## src/rtl/spi_ram_pkg.sv

```systemverilog
// spi_ram_pkg: opcodes, frame lengths, FSM states and frame construction for the SPI RAM sequencer.
package spi_ram_pkg;
    localparam logic [7:0] OP_READ   = 8'h03;
    localparam logic [7:0] OP_WRITE  = 8'h02;
    localparam logic [7:0] OP_WRMR   = 8'h01;
    localparam logic [7:0] DATA_PAGE = 8'hFF;
    localparam logic [7:0] MODE_BYTE = 8'h40;
    localparam logic [5:0] LEN_WRMR  = 6'd16;
    localparam logic [5:0] LEN_DATA  = 6'd32;
    localparam logic [5:0] LEN_FETCH = 6'd40;
    typedef enum logic [2:0] {ST_INIT, ST_IDLE, ST_SHIFT, ST_TAIL, ST_DONE} state_t;
    typedef enum logic [1:0] {OWN_INIT, OWN_FETCH, OWN_DRD, OWN_DWR} owner_t;
    // Frames are left-aligned in 40 bits; bits past the frame length are never shifted out.
    function automatic logic [39:0] build_frame(owner_t o, logic [15:0] addr, logic [7:0] wd);
        return o == OWN_INIT ? {OP_WRMR, MODE_BYTE, 24'h0} :
               o == OWN_DWR  ? {OP_WRITE, addr, wd, 8'h0} : {OP_READ, addr, 16'h0};
    endfunction
    function automatic logic [5:0] frame_len(owner_t o);
        return o == OWN_INIT ? LEN_WRMR : o == OWN_FETCH ? LEN_FETCH : LEN_DATA;
    endfunction
endpackage

```

## src/rtl/spi_shift_engine.sv

```systemverilog
// spi_shift_engine: mode-0 bit engine, two cycles per bit, MISO sampled the cycle after each sck high.
module spi_shift_engine (
    input  logic        clk,
    input  logic        rst,
    input  logic        start,
    input  logic [39:0] frame,
    input  logic [5:0]  nbits,
    input  logic        miso,
    output logic        cs,
    output logic        sck,
    output logic        mosi,
    output logic        last,
    output logic        done,
    output logic [15:0] rx_next
);
    logic        active, ph, samp;
    logic [5:0]  cnt;
    logic [39:0] tx;
    logic [14:0] rx;
    assign last    = active & ph & (cnt == 6'd0);
    assign rx_next = {rx, miso};
    always_ff @(posedge clk) begin
        if (rst) begin
            active <= 1'b0;
            ph     <= 1'b0;
            samp   <= 1'b0;
            cnt    <= 6'd0;
            tx     <= 40'h0;
            rx     <= 15'h0;
            cs     <= 1'b1;
            sck    <= 1'b0;
            mosi   <= 1'b0;
            done   <= 1'b0;
        end else begin
            samp <= active & ph;
            done <= last;
            if (samp) rx <= rx_next[14:0];
            if (start) begin
                active <= 1'b1;
                ph     <= 1'b0;
                cnt    <= nbits - 6'd1;
                tx     <= {frame[38:0], 1'b0};
                mosi   <= frame[39];
                cs     <= 1'b0;
                sck    <= 1'b0;
            end else if (active && !ph) begin
                sck <= 1'b1;
                ph  <= 1'b1;
            end else if (active) begin
                sck <= 1'b0;
                ph  <= 1'b0;
                if (cnt == 6'd0) active <= 1'b0;
                else begin
                    cnt  <= cnt - 6'd1;
                    mosi <= tx[39];
                    tx   <= {tx[38:0], 1'b0};
                end
            end else if (done) cs <= 1'b1;
        end
    end
endmodule

```

## src/rtl/spi_ram_sequencer.sv

```systemverilog
// spi_ram_sequencer: owns the SPI RAM bus, writes the mode register after reset,
// then serves data (priority) and fetch requests one complete frame at a time.
module spi_ram_sequencer
    import spi_ram_pkg::*;
(
    input  logic        clk,
    input  logic        rst,
    input  logic        f_req,
    input  logic [15:0] f_addr,
    output logic        f_ack,
    output logic [15:0] f_rdata,
    input  logic        d_req,
    input  logic        d_we,
    input  logic [7:0]  d_addr,
    input  logic [7:0]  d_wdata,
    output logic        d_ack,
    output logic [7:0]  d_rdata,
    output logic        busy,
    output logic        init_done,
    output logic        spi_cs,
    output logic        spi_sck,
    output logic        spi_mosi,
    input  logic        spi_miso
);
    state_t      state, state_n;
    owner_t      owner, owner_n, own_sel;
    logic        start, last, eng_done, unused_ok;
    logic [15:0] addr_sel, rx_next;
    logic [39:0] frame;
    logic [5:0]  nbits;
    assign unused_ok = f_addr[15];
    assign own_sel   = d_req ? (d_we ? OWN_DWR : OWN_DRD) : OWN_FETCH;
    assign addr_sel  = d_req ? {DATA_PAGE, d_addr} : {f_addr[14:0], 1'b0};
    assign frame     = build_frame(owner_n, addr_sel, d_wdata);
    assign nbits     = frame_len(owner_n);
    always_comb begin
        state_n = state;
        owner_n = owner;
        start   = 1'b0;
        case (state)
            ST_INIT: begin
                start   = 1'b1;
                owner_n = OWN_INIT;
                state_n = ST_SHIFT;
            end
            ST_IDLE: if (d_req || f_req) begin
                start   = 1'b1;
                owner_n = own_sel;
                state_n = ST_SHIFT;
            end
            ST_SHIFT: state_n = last ? ST_TAIL : ST_SHIFT;
            ST_TAIL:  state_n = ST_DONE;
            default:  state_n = ST_IDLE;
        endcase
    end
    always_ff @(posedge clk) begin
        if (rst) begin
            state     <= ST_INIT;
            owner     <= OWN_INIT;
            f_ack     <= 1'b0;
            d_ack     <= 1'b0;
            f_rdata   <= 16'h0;
            d_rdata   <= 8'h0;
            busy      <= 1'b1;
            init_done <= 1'b0;
        end else begin
            state <= state_n;
            owner <= owner_n;
            busy  <= state_n != ST_IDLE;
            f_ack <= eng_done && owner == OWN_FETCH;
            d_ack <= eng_done && (owner == OWN_DRD || owner == OWN_DWR);
            if (eng_done && owner == OWN_FETCH) f_rdata <= rx_next;
            if (eng_done && owner == OWN_DRD) d_rdata <= rx_next[7:0];
            if (eng_done && owner == OWN_INIT) init_done <= 1'b1;
        end
    end
    spi_shift_engine u_eng (
        .clk     (clk),
        .rst     (rst),
        .start   (start),
        .frame   (frame),
        .nbits   (nbits),
        .miso    (spi_miso),
        .cs      (spi_cs),
        .sck     (spi_sck),
        .mosi    (spi_mosi),
        .last    (last),
        .done    (eng_done),
        .rx_next (rx_next)
    );
endmodule

```

## config.mk

```make
export PLATFORM = sky130hd
export DESIGN_NAME = spi_ram_sequencer
export DESIGN_NICKNAME = d
export VERILOG_FILES = /design/src/rtl/spi_ram_pkg.sv /design/src/rtl/spi_shift_engine.sv /design/src/rtl/spi_ram_sequencer.sv
export SDC_FILE = /design/constraint.sdc
export NUM_CORES = 1
export LEC_CHECK = 0
export CAP_MARGIN = 25
export CORE_ASPECT_RATIO = 1.25
export CORE_UTILIZATION = 47
export CTS_CLUSTER_DIAMETER = 80
export DETAILED_ROUTE_END_ITERATION = 8
export GPL_ROUTABILITY_DRIVEN = 0
export PLACE_DENSITY_LB_ADDON = 0.3
export RECOVER_POWER = 50
export SYNTH_ARGS = -nofsm -noshare
export SYNTH_HDL_FRONTEND = slang
export SYNTH_SLANG_ARGS = --single-unit
```

## constraint.sdc

```tcl
create_clock -name clk -period 2 [get_ports clk]
set_clock_uncertainty 0.05 [all_clocks]
set_input_delay 0.4 -clock clk [delete_from_list [all_inputs] [get_ports clk]]
set_output_delay 0.4 -clock clk [all_outputs]
set_load 0.005 [all_outputs]
```

After elaboration in Yosys (flattened, before gate mapping)

Index checks and enable logic that the tools add are counted.
W data, S select, Z words.

Shift-type cells: 0
Reductions and logical operators: 18
Equal/unequal tests: 12
Mux-type cells: 36
Bitwise logic cells: 2
Multiply operators: 0
Divide/modulo/power cells: 0
Magnitude comparators: 0
$add $sub $neg: 2

Operator list:

| cell                  | count |
|---|---|
| $mux W40              | 4 |
| $mux W34              | 1 |
| $mux W33              | 1 |
| $mux W6               | 5 |
| $mux W1               | 17 |
| $mux W16              | 1 |
| $pmux W3 S4           | 1 |
| $sub A6 B1 Y6 const B | 2 |
| $eq A2 B2 Y1 const B  | 3 |
| $eq A3 B2 Y1 const B  | 2 |
| $logic_not A6 Y1      | 1 |
| $ne A2 B2 Y1 const B  | 3 |
| $reduce_and A3 Y1     | 2 |
| $reduce_bool A2 Y1    | 3 |
| $logic_and A1 B1 Y1   | 5 |
| $eq A2 B1 Y1 const B  | 2 |
| $logic_not A2 Y1      | 2 |
| $mux W2               | 2 |
| $mux W4               | 1 |
| $pmux W2 S2           | 1 |
| $eq A3 B1 Y1 const B  | 1 |
| $logic_not A3 Y1      | 1 |
| $mux W3               | 1 |
| $ne A3 B1 Y1 const B  | 1 |
| 5 further kinds       | 7 |

Bits in registers: 99
Output and inout port bits: 31
Input port bits: 38
RAM bits: 0
Memories: 0
Latch bits: 0
Logic and storage cells: 87
Bits in read-only memories: 0

Longest topological paths before layout

Gate-level depths: netlist of run 1.

Depth after elaboration: 9
Mapped depth: 9
Mapped depth without buffers: 7

Hierarchy

A second synthesis of run 1 with hierarchy kept.

Cells, all modules: 480
Area, all modules: 4388.0 um^2

Modules (own cells, without submodules):

| module            | cells an instance | instances | sequential area each (um^2) | area an instance (um^2) |
|---|---|---|---|---|
| spi_shift_engine  | 295               | 1         | 1321.3                      | 2920.3 |
| spi_ram_sequencer | 185               | 1         | 660.6                       | 1467.7 |

Worst setup path before layout of run 1

OpenSTA, ideal clock, no wires.

Path type: reg-to-reg
From: reg state[2]
To: reg u_eng.cnt[4]
Path buffers: 2
Required time: 1858 ps
Arrival: 1980 ps
Clock period less this slack: 2122 ps
Stages on the path, launching flop included: 9
Slack: -122 ps
Setup time: 92 ps
Cells stage by stage: dfxtp_1 -> or2_2 -> clkbuf_1 -> a21o_1 -> clkbuf_1 -> nand2_1 -> ha_1 -> o32a_1 -> o32ai_1

Cells in the longest elaborated chain, start to end: 7
Elaborated cells between the ends (all ways): 14
Classes of those cells: add/sub: 1; eq/ne: 4; mux: 5; reduce/logical: 4

RTL lines:

| item                                                    | line                    | text |
|---|---|---|
| start: declaration                                      | spi_ram_sequencer.sv:25 | `state_t state, state_n;` |
| start signal: assignment                                | spi_ram_sequencer.sv:67 | `state <= state_n;` |
| $eq A3 B1 Y1 / $logic_not A3 Y1 (equally long branches) | spi_ram_sequencer.sv:40 | `case (state)` |
| $pmux W2 S2                                             | spi_ram_sequencer.sv:40 |  |
| $eq A2 B1 Y1                                            | spi_ram_pkg.sv:19       | `return o == OWN_INIT ? LEN_WRMR : o == OWN_FETCH ? LEN_FETCH : LEN_DATA;` |
| $mux W4                                                 | spi_ram_pkg.sv:19       |  |
| $mux W6                                                 | spi_ram_pkg.sv:19       |  |
| $sub A6 B1 Y6                                           | spi_shift_engine.sv:41  | `cnt <= nbits - 6'd1;` |
| $mux W6                                                 | spi_shift_engine.sv:38  | `if (start) begin` |
| end signal: assignment                                  | spi_shift_engine.sv:41  |  |
| end signal: assignment                                  | spi_shift_engine.sv:54  | `cnt <= cnt - 6'd1;` |
| end: declaration                                        | spi_shift_engine.sv:17  | `logic [5:0] cnt;` |

Several ways; a longest one is shown, not always the timed one.
A chain may end at the register's enable or synchronous reset.

Final worst setup path of run 1

From: reg u_eng.cnt[0]
To: reg u_eng.tx[35]

Cells in the longest elaborated chain, start to end: 3

RTL lines:

| item                        | line                   | text |
|---|---|---|
| $logic_not A6 Y1            | spi_shift_engine.sv:52 | `if (cnt == 6'd0) active <= 1'b0;` |
| $ne A2 B2 Y1 (no line)      | -                      |  |
| $reduce_and A3 Y1 (no line) | -                      |  |
| end signal: assignment      | spi_shift_engine.sv:42 | `tx <= {frame[38:0], 1'b0};` |
| end signal: assignment      | spi_shift_engine.sv:56 | `tx <= {tx[38:0], 1'b0};` |
| end: declaration            | spi_shift_engine.sv:18 | `logic [39:0] tx;` |

No other way between the ends.

==> results of run 1 <==
## per-stage QoR
stage                     setup WS (ns)  power (uW)  hold slack (ns)  std cells
after floorplan                 0.00290        2180            0.379        418
after global placement           -0.212        2340            0.390        577
after detailed placement         -0.250        2360            0.390        577
after CTS                        0.0311        3640            0.403        593
after global routing            -0.0104        3770            0.417        595
final                            0.0382        3610            0.400        595
## worst max-delay path: cells and delay by family (launching register included)
| kind | cells | cell delay (ns) |
|---|---|---|
| flip-flops | 1 | 0.32 |
| AO/OA/AOI/OAI | 1 | 0.28 |
| AND/OR/NAND/NOR | 2 | 0.63 |
| multiplexers | 1 | 0.22 |
| buffers and inverters | 2 | 0.35 |
## synth_stat cells (3+ instances only)
master	instances
nand2b_1	4
a211oi_1	17
clkbuf_1	25
nor2_1	63
buf_4	3
a22oi_1	9
nor3_2	3
nand2_1	45
nand3_1	5
inv_1	8
a21oi_1	34
mux2i_1	36
o21a_1	6
o21ai_0	15
o211ai_1	3
nor3_1	18
dfxtp_1	91
## power by group
group,leakage [uW],switching [uW],internal [uW]
clock network,0.0000999,684,601
logic,0.00103,204,217
registers,0.000740,38.3,1870
## path summary, 6_finish.rpt
| path | from | to | depth (start not counted) |
|---|---|---|---|
| hold / removal | u_eng.tx[33] | u_eng.tx[33] | 2 |
| setup reg to reg | u_eng.cnt[0] | u_eng.tx[35] | 6 |
| hold reg to reg | u_eng.tx[33] | u_eng.tx[33] | 2 |
| setup / recovery | u_eng.cnt[0] | u_eng.tx[35] | 6 |
## timing repair
item / in CTS / in global routing
resized for setup: 0 / 13
endpoints found under the setup margin: 0 / 23
hold buffers: 0 / 0
setup buffers: 0 / 1
## state kept, by name, indices dropped and copies added, names as in the netlist
name / flops
u_eng.active: 1
owner: 2
f_rdata: 16
busy: 1
d_rdata: 8
u_eng.cs: 1
d_ack: 1
f_ack: 1
state: 3
init_done: 1
u_eng.rx: 15
u_eng.done: 1
u_eng.cnt: 6
u_eng.tx: 31
u_eng.mosi: 1
u_eng.ph: 1
u_eng.samp: 1
## cell usage in the layout, fill, tap and decap left out, types with 15 or more instances in the layout
master	count
dfxtp_1	90
nor2_1	61
clkdlybuf4s50_1	57
nand2_1	44
mux2i_1	36
a21oi_1	34
buf_4	24
nor3_1	16
o21ai_0	15
a211oi_1	15
## layout make-up
type | instances | area [um^2] | area share [%]
sequential | 91 | 1820 | 37.6
clock buffer | 9 | 124 | 2.56
multi-input combinational | 288 | 1720 | 35.6
clock inverter | 7 | 85.1 | 1.76
tap | 92 | 115 | 2.38
timing repair buffer | 100 | 943 | 19.5
inverter | 8 | 30.0 | 0.620
## metal layers
| metal | track usage [%] | up-vias | wire, um |
|---|---|---|---|
| li1 | - | 1624 | - |
| met1 | 23.6 | 1459 | 3290 |
| met2 | 36.2 | 93 | 4010 |
| met3 | 4.16 | 8 | 352 |
| met4 | 6.18 | 0 | 68 |
| met5 | 0 | - | 0 |
## cell families after synthesis
kind of cell / after synthesis
XOR/XNOR: 2
adder cells (fa/ha/maj): 1
flip-flops: 91
AND/OR/NAND/NOR: 150
buffers and inverters: 39
multiplexers: 36
AO/OA/AOI/OAI: 99
==> flow_summary_export.csv, run 1 <==
group,metric,value,unit
setup_path,worstPathRequired,2.18,ns
setup_path,worstPathArrival,2.14,ns
final_layout,diodes,0,
logic_synthesis,yosys_warnings,0,
final_layout,fillers,641,
logic_synthesis,yosys_register_bits,91,
setup_path,cp_cell_sequence,"or4_4 -> o311ai_4 -> buf_6 -> buf_2 -> mux2i_1 -> nor3_1",
worst_hold_path,min_path_type,"flip-flop to flip-flop",
global_route,grt_max_degree,30,
route,vias,3184,
logic_synthesis,synthMuxAreaShare,9.78,%
logic_synthesis,synth.distinct_cells,41,
logic_synthesis,synthXorXnorAreaFrac,0.476,%
global_route,grt_pass1_vias,2970,
power_and_ir_drop,ir_drop,0.000552,V
final_layout,layout.nets,537,
sta,worst_pin_slew,1.19,ns
placed_design,dpl-instance-area,0.00460,mm^2
setup_path,criticalPathCategory,"flip-flop to flip-flop",
clock_tree,max-clock-path-buffers,2,
clock_tree,root_buffer,"clkbuf_8",
final_layout,drive_above_1_share,12.9,%
logic_synthesis,syn_nets,457,
final_layout,design_area,0.00484,mm^2
floorplanning,core-area,0.00749,mm^2
route,wl_per_cell,13.0,um
logic_synthesis,yosys.area_share.simple,17.9,%
logic_synthesis,synthCells,418,
power_and_ir_drop,leakagePower,0.00187,uW
clock_tree,cts_tree,"built",
clock_tree,clk_pin_slew,0.09,ns
sta,setup_viol,0,
global_route,grt_usage,20.2,%
run_status,status,"finished clean",
logic_synthesis,synthAdderAreaFrac,0.340,%
sta,tns,0,ns
clock_tree,worstSkewPairLatency,0.35,ns
floorplanning,die_y,101,um
floorplanning,die_w,81.2,um
setup_path,cp_slowest_cell,"or4_4",
setup_path,cp-start-kind,"flip-flop",
route,wl,7.72,mm
logic_synthesis,synth_compound_area_share,17.5,%
logic_synthesis,ys.flop_type,"dfxtp_1",
global_route,grt_first_pass_wirelength,13.0,mm
logic_synthesis,ys_seq_area_share,49.5,%
logic_synthesis,yosys.area.top_type,"dfxtp_1",
setup_path,cp_max_fo,7,
logic_synthesis,yosysTopAreaCellShare,49.5,%
run,cap_violations,0,
floorplanning,ios,69,
floorplanning,start_util,49.2,%
global_route,overflow,0,
logic_synthesis,ys_async_sr_fraction,0,%
floorplanning,fp-row-count,35,
setup_path,reg2reg_slack,0.04,ns
route,drc_errors,0,
logic_synthesis,synth_edf_count,0,
final_layout,final_util,64.7,%
sta,fin_crit,1.96,ns
logic_synthesis,synth_top_family_by_area,"simple AND/OR/NAND/NOR gates",
power_and_ir_drop,power_density,745,mW/mm^2
placed_design,hpwl,5.45,mm
sta,slew_violations,0,
floorplanning,die_area,0.00820,mm^2
final_layout,syn_to_final_growth,31.5,%
route,firstDrtPassIters,4,
logic_synthesis,synth_area_leaders,"dfxtp_1 49%, mux2i_1 9.8%, nor2_1 6.4%",
clock_tree,clock_sinks,91,
sta,slew_headroom,20.3,%
placed_design,numPortBuffers,67,
route,vias_per_cell,5.35,
sta,min_period_over_period,98.1,%
sta,timing.fmax,0.510,GHz
setup_path,end_kind,"flip-flop",
clock_tree,h-tree-depth,3,
sta,hold_viol_final,0,
global_route,antenna_found_initial,0,
logic_synthesis,avgSynthCellArea,8.81,um^2
clock_tree,cts_buffers,9,
route,ant_nets,0,
sta,rsz0062_at_grt,"true",
logic_synthesis,synth_area,0.00368,mm^2
setup_path,slowest_delay,0.57,ns
route,drt-initial-drc-count,84,
No activity file was read; power rests on OpenSTA's default activity.
==> run 2: changes to the inputs <==
--- a/config.mk
+++ b/config.mk
@@ -5,9 +5,8 @@
 export SDC_FILE = /design/constraint.sdc
 export NUM_CORES = 1
 export LEC_CHECK = 0
-export CAP_MARGIN = 25
 export CORE_ASPECT_RATIO = 1.25
-export CORE_UTILIZATION = 47
+export CORE_UTILIZATION = 49
 export CTS_CLUSTER_DIAMETER = 80
 export DETAILED_ROUTE_END_ITERATION = 8
 export GPL_ROUTABILITY_DRIVEN = 0
@@ -15,4 +14,5 @@
 export RECOVER_POWER = 50
 export SYNTH_ARGS = -nofsm -noshare
 export SYNTH_HDL_FRONTEND = slang
+export SYNTH_HIERARCHICAL = 1
 export SYNTH_SLANG_ARGS = --single-unit
==> flow_summary_export.csv, run 2 <==
group,metric,value,unit
power_and_ir_drop,p_comb_share,12.5,%
floorplanning,die_w,86.6,um
placed_design,place_ws,-0.528,ns
sta,min_period_over_period,102,%
final_layout,layout.nets,618,
setup_path,r2r_start,"state[2]",
logic_synthesis,yosys_warnings,6,
sta,slew_headroom,28.6,%
setup_path,cp-start-kind,"flip-flop",
final_layout,design_area,0.00573,mm^2
final_layout,largestRegisters,"u_eng/tx: 39 flops, f_rdata: 16 flops, u_eng/rx: 15 flops",
setup_path,cp_max_fo,4,
logic_synthesis,synth_area_leaders,"dfxtp_1 45%, mux2i_1 16%, nor2_1 8.4%",
logic_synthesis,synth_edf_count,0,
power_and_ir_drop,sequentialPowerShare,53.1,%
run_status,violations,"setup timing",
global_route,antenna_found_initial,0,
sta,slew_violations,0,
floorplanning,ios,69,
setup_path,worstPathArrival,2.27,ns
global_route,grt_first_pass_wirelength,14.9,mm
sta,fin_crit,2.04,ns
setup_path,reg2regPathDepth,6,
final_layout,top_register,"u_eng/tx",
run_status,status,"complete, but fails checks",
sta,rsz0062_at_grt,"true",
global_route,grt_usage,20.5,%
power_and_ir_drop,power_density,688,mW/mm^2
floorplanning,die_area,0.00934,mm^2
route,drc_errors,0,
power_and_ir_drop,leakagePower,0.00211,uW
route,ant_nets,0,
global_route,overflow,0,
clock_tree,cts_buffers,9,
sta,hold_viol_final,0,
sta,setup_viol,3,
clock_tree,cts_hold_buf,0,
power_and_ir_drop,p_sw,1030,uW
clock_tree,max-clock-path-buffers,2,
worst_hold_path,hold_path_depth,2,
power_and_ir_drop,switching_share,26.1,%
power_and_ir_drop,intPower,2910,uW
route,drt-initial-drc-count,85,
route,vias,3529,
logic_synthesis,yosys_register_bits,99,
route,wl,8.88,mm
worst_hold_path,min_path_type,"input port to flip-flop",
logic_synthesis,synth.distinct_cells,43,
setup_path,reg2reg_to,"u_eng/cnt[5]",
floorplanning,start_util,50.4,%
placed_design,numPortBuffers,67,
sta,worst_pin_slew,1.07,ns
setup_path,end_kind,"flip-flop",
final_layout,diodes,0,
clock_tree,clk_pin_slew,0.10,ns
final_layout,final_util,65.8,%
setup_path,slowest_delay,0.36,ns
final_layout,final_common_cell,"nor2_1",
route,wl_per_cell,12.6,um
logic_synthesis,yosys.area.top_type,"dfxtp_1",
logic_synthesis,synthCells,480,
power_and_ir_drop,pwr-share-clk,34.3,%
placed_design,dpl-instance-area,0.00543,mm^2
logic_synthesis,ys.flop_type,"dfxtp_1",
final_layout,syn_to_final_growth,30.5,%
logic_synthesis,avgSynthCellArea,9.14,um^2
logic_synthesis,yosysMostFrequentCell,"dfxtp_1",
setup_path,criticalPathCategory,"flip-flop to flip-flop",
run,cap_violations,0,
worst_hold_path,holdPathEnd,"u_eng/samp",
setup_path,cp_cell_sequence,"or2_4 -> a211oi_4 -> nor3b_4 -> nor4b_2 -> or3_1 -> a32o_1",
sta,timing.fmax,0.490,GHz
final_layout,drive_above_1_share,14.4,%
setup_path,worstPathRequired,2.23,ns
sta,whs,0.382,ns
clock_tree,cts_tree,"built",
final_layout,largest_reg_flops,39,
global_route,grt_max_degree,47,
route,vias_per_cell,5.01,
worst_hold_path,min_from,"rst",
route,firstDrtPassIters,4,
logic_synthesis,synth_area,0.00439,mm^2
clock_tree,root_buffer,"clkbuf_8",
clock_tree,clock_sinks,99,
setup_path,cp_slowest_cell,"or3_1",
logic_synthesis,synth_commonest_cells,"99 x dfxtp_1, 98 x nor2_1, 72 x mux2i_1",
clock_tree,worstSkewPairLatency,0.38,ns
global_route,grt_pass1_vias,3361,
sta,layout_setup_ws,-0.0408,ns
final_layout,mostFrequentLayoutCells,"97 x nor2_1, 96 x dfxtp_1, 72 x mux2i_1",
sta,tns,-0.0608,ns
logic_synthesis,yosysTopAreaCellShare,45.2,%
floorplanning,die_y,108,um
setup_path,reg2reg_slack,-0.04,ns
placed_design,hpwl,6.19,mm
floorplanning,core-area,0.00870,mm^2
logic_synthesis,ys_seq_area_share,45.2,%
clock_tree,h-tree-depth,3,
logic_synthesis,ys_async_sr_fraction,0,%
power_and_ir_drop,ir_drop,0.000331,V
floorplanning,fp-row-count,38,
## run 2: cell count changes after synthesis, moves of 8 or more
cell,previous run,this run
mux2i_1,36,72
nor2_1,63,98
a211oi_1,17,43
o21ai_0,15,1
a21oi_1,34,24
a22oi_1,9,0
dfxtp_1,91,99
nand2_1,45,37
nor3_1,18,10
## run 2: cell type report
type	count	area, um^2
clock buffer	9	124
clock inverter	7	87.6
fill	732	2980
inverter	5	18.8
multi-input combinational	360	2340
sequential	99	1990
tap	120	150
timing repair buffer	104	1020
## run 2: stage by stage
stage	total power, uW	instances
2_1_floorplan	2430	501
3_3_place_gp	2600	685
3_5_place_dp	2610	685
4_1_cts	3970	702
5_1_grt	4110	704
6_report	3940	704
## run 2: timing repair
| action | CTS | global route |
|---|---|---|
| gates cloned | 0 | 1 |
| setup endpoints to repair | 3 | 28 |
| gates resized for setup | 5 | 17 |
| endpoints found under the hold margin | 0 | 0 |
| buffers inserted | 1 | 2 |
| pin swaps | 2 | 5 |
## run 2: worst max-delay path by stage
stage,startpoint,to
5_1_grt,state[2],u_eng/cnt[5]
3_3_place_gp,f_req,u_eng/cnt[5]
3_5_place_dp,f_req,u_eng/cnt[5]
2_1_floorplan,d_req,u_eng/cnt[5]
4_1_cts,state[1],u_eng/cnt[5]
6_report,state[2],u_eng/cnt[5]
## run 2: worst max-delay path: cells and delay by family (launching register included)
family / cells / cell delay [ns]
compound gates: 2 / 0.55
flops: 1 / 0.35
simple gates: 4 / 1.00
## run 2: metal layers
| metal | up-vias | GRT usage [%] | part of all wire (%) |
|---|---|---|---|
| li1 | 1836 | - | - |
| met4 | 0 | 13.0 | 3.5 |
| met1 | 1603 | 23.6 | 43 |
| met3 | 20 | 3.14 | 2.7 |
| met5 | - | 0 | 0 |
| met2 | 70 | 35.3 | 51 |
## run 2: power groups by stage
stage / Clock, uW / Sequential, uW / Combinational, uW
detailed placement: 0 / 2140 / 477
CTS: 1400 / 2090 / 483
global placement: 0 / 2130 / 466
finish: 1350 / 2090 / 494
floorplan: 0 / 2130 / 302
global route: 1460 / 2100 / 543
## run 2: cells by family after synthesis
kind of cell,count (synthesis),share of synthesized area [%]
mux,72,16.4
other cells,1,0.0855
xor+xnor,5,0.998
simple gates,179,18.4
flops,99,45.2
buf+inv,42,5.85
fa+ha+maj,1,0.285
compound gates,81,12.8
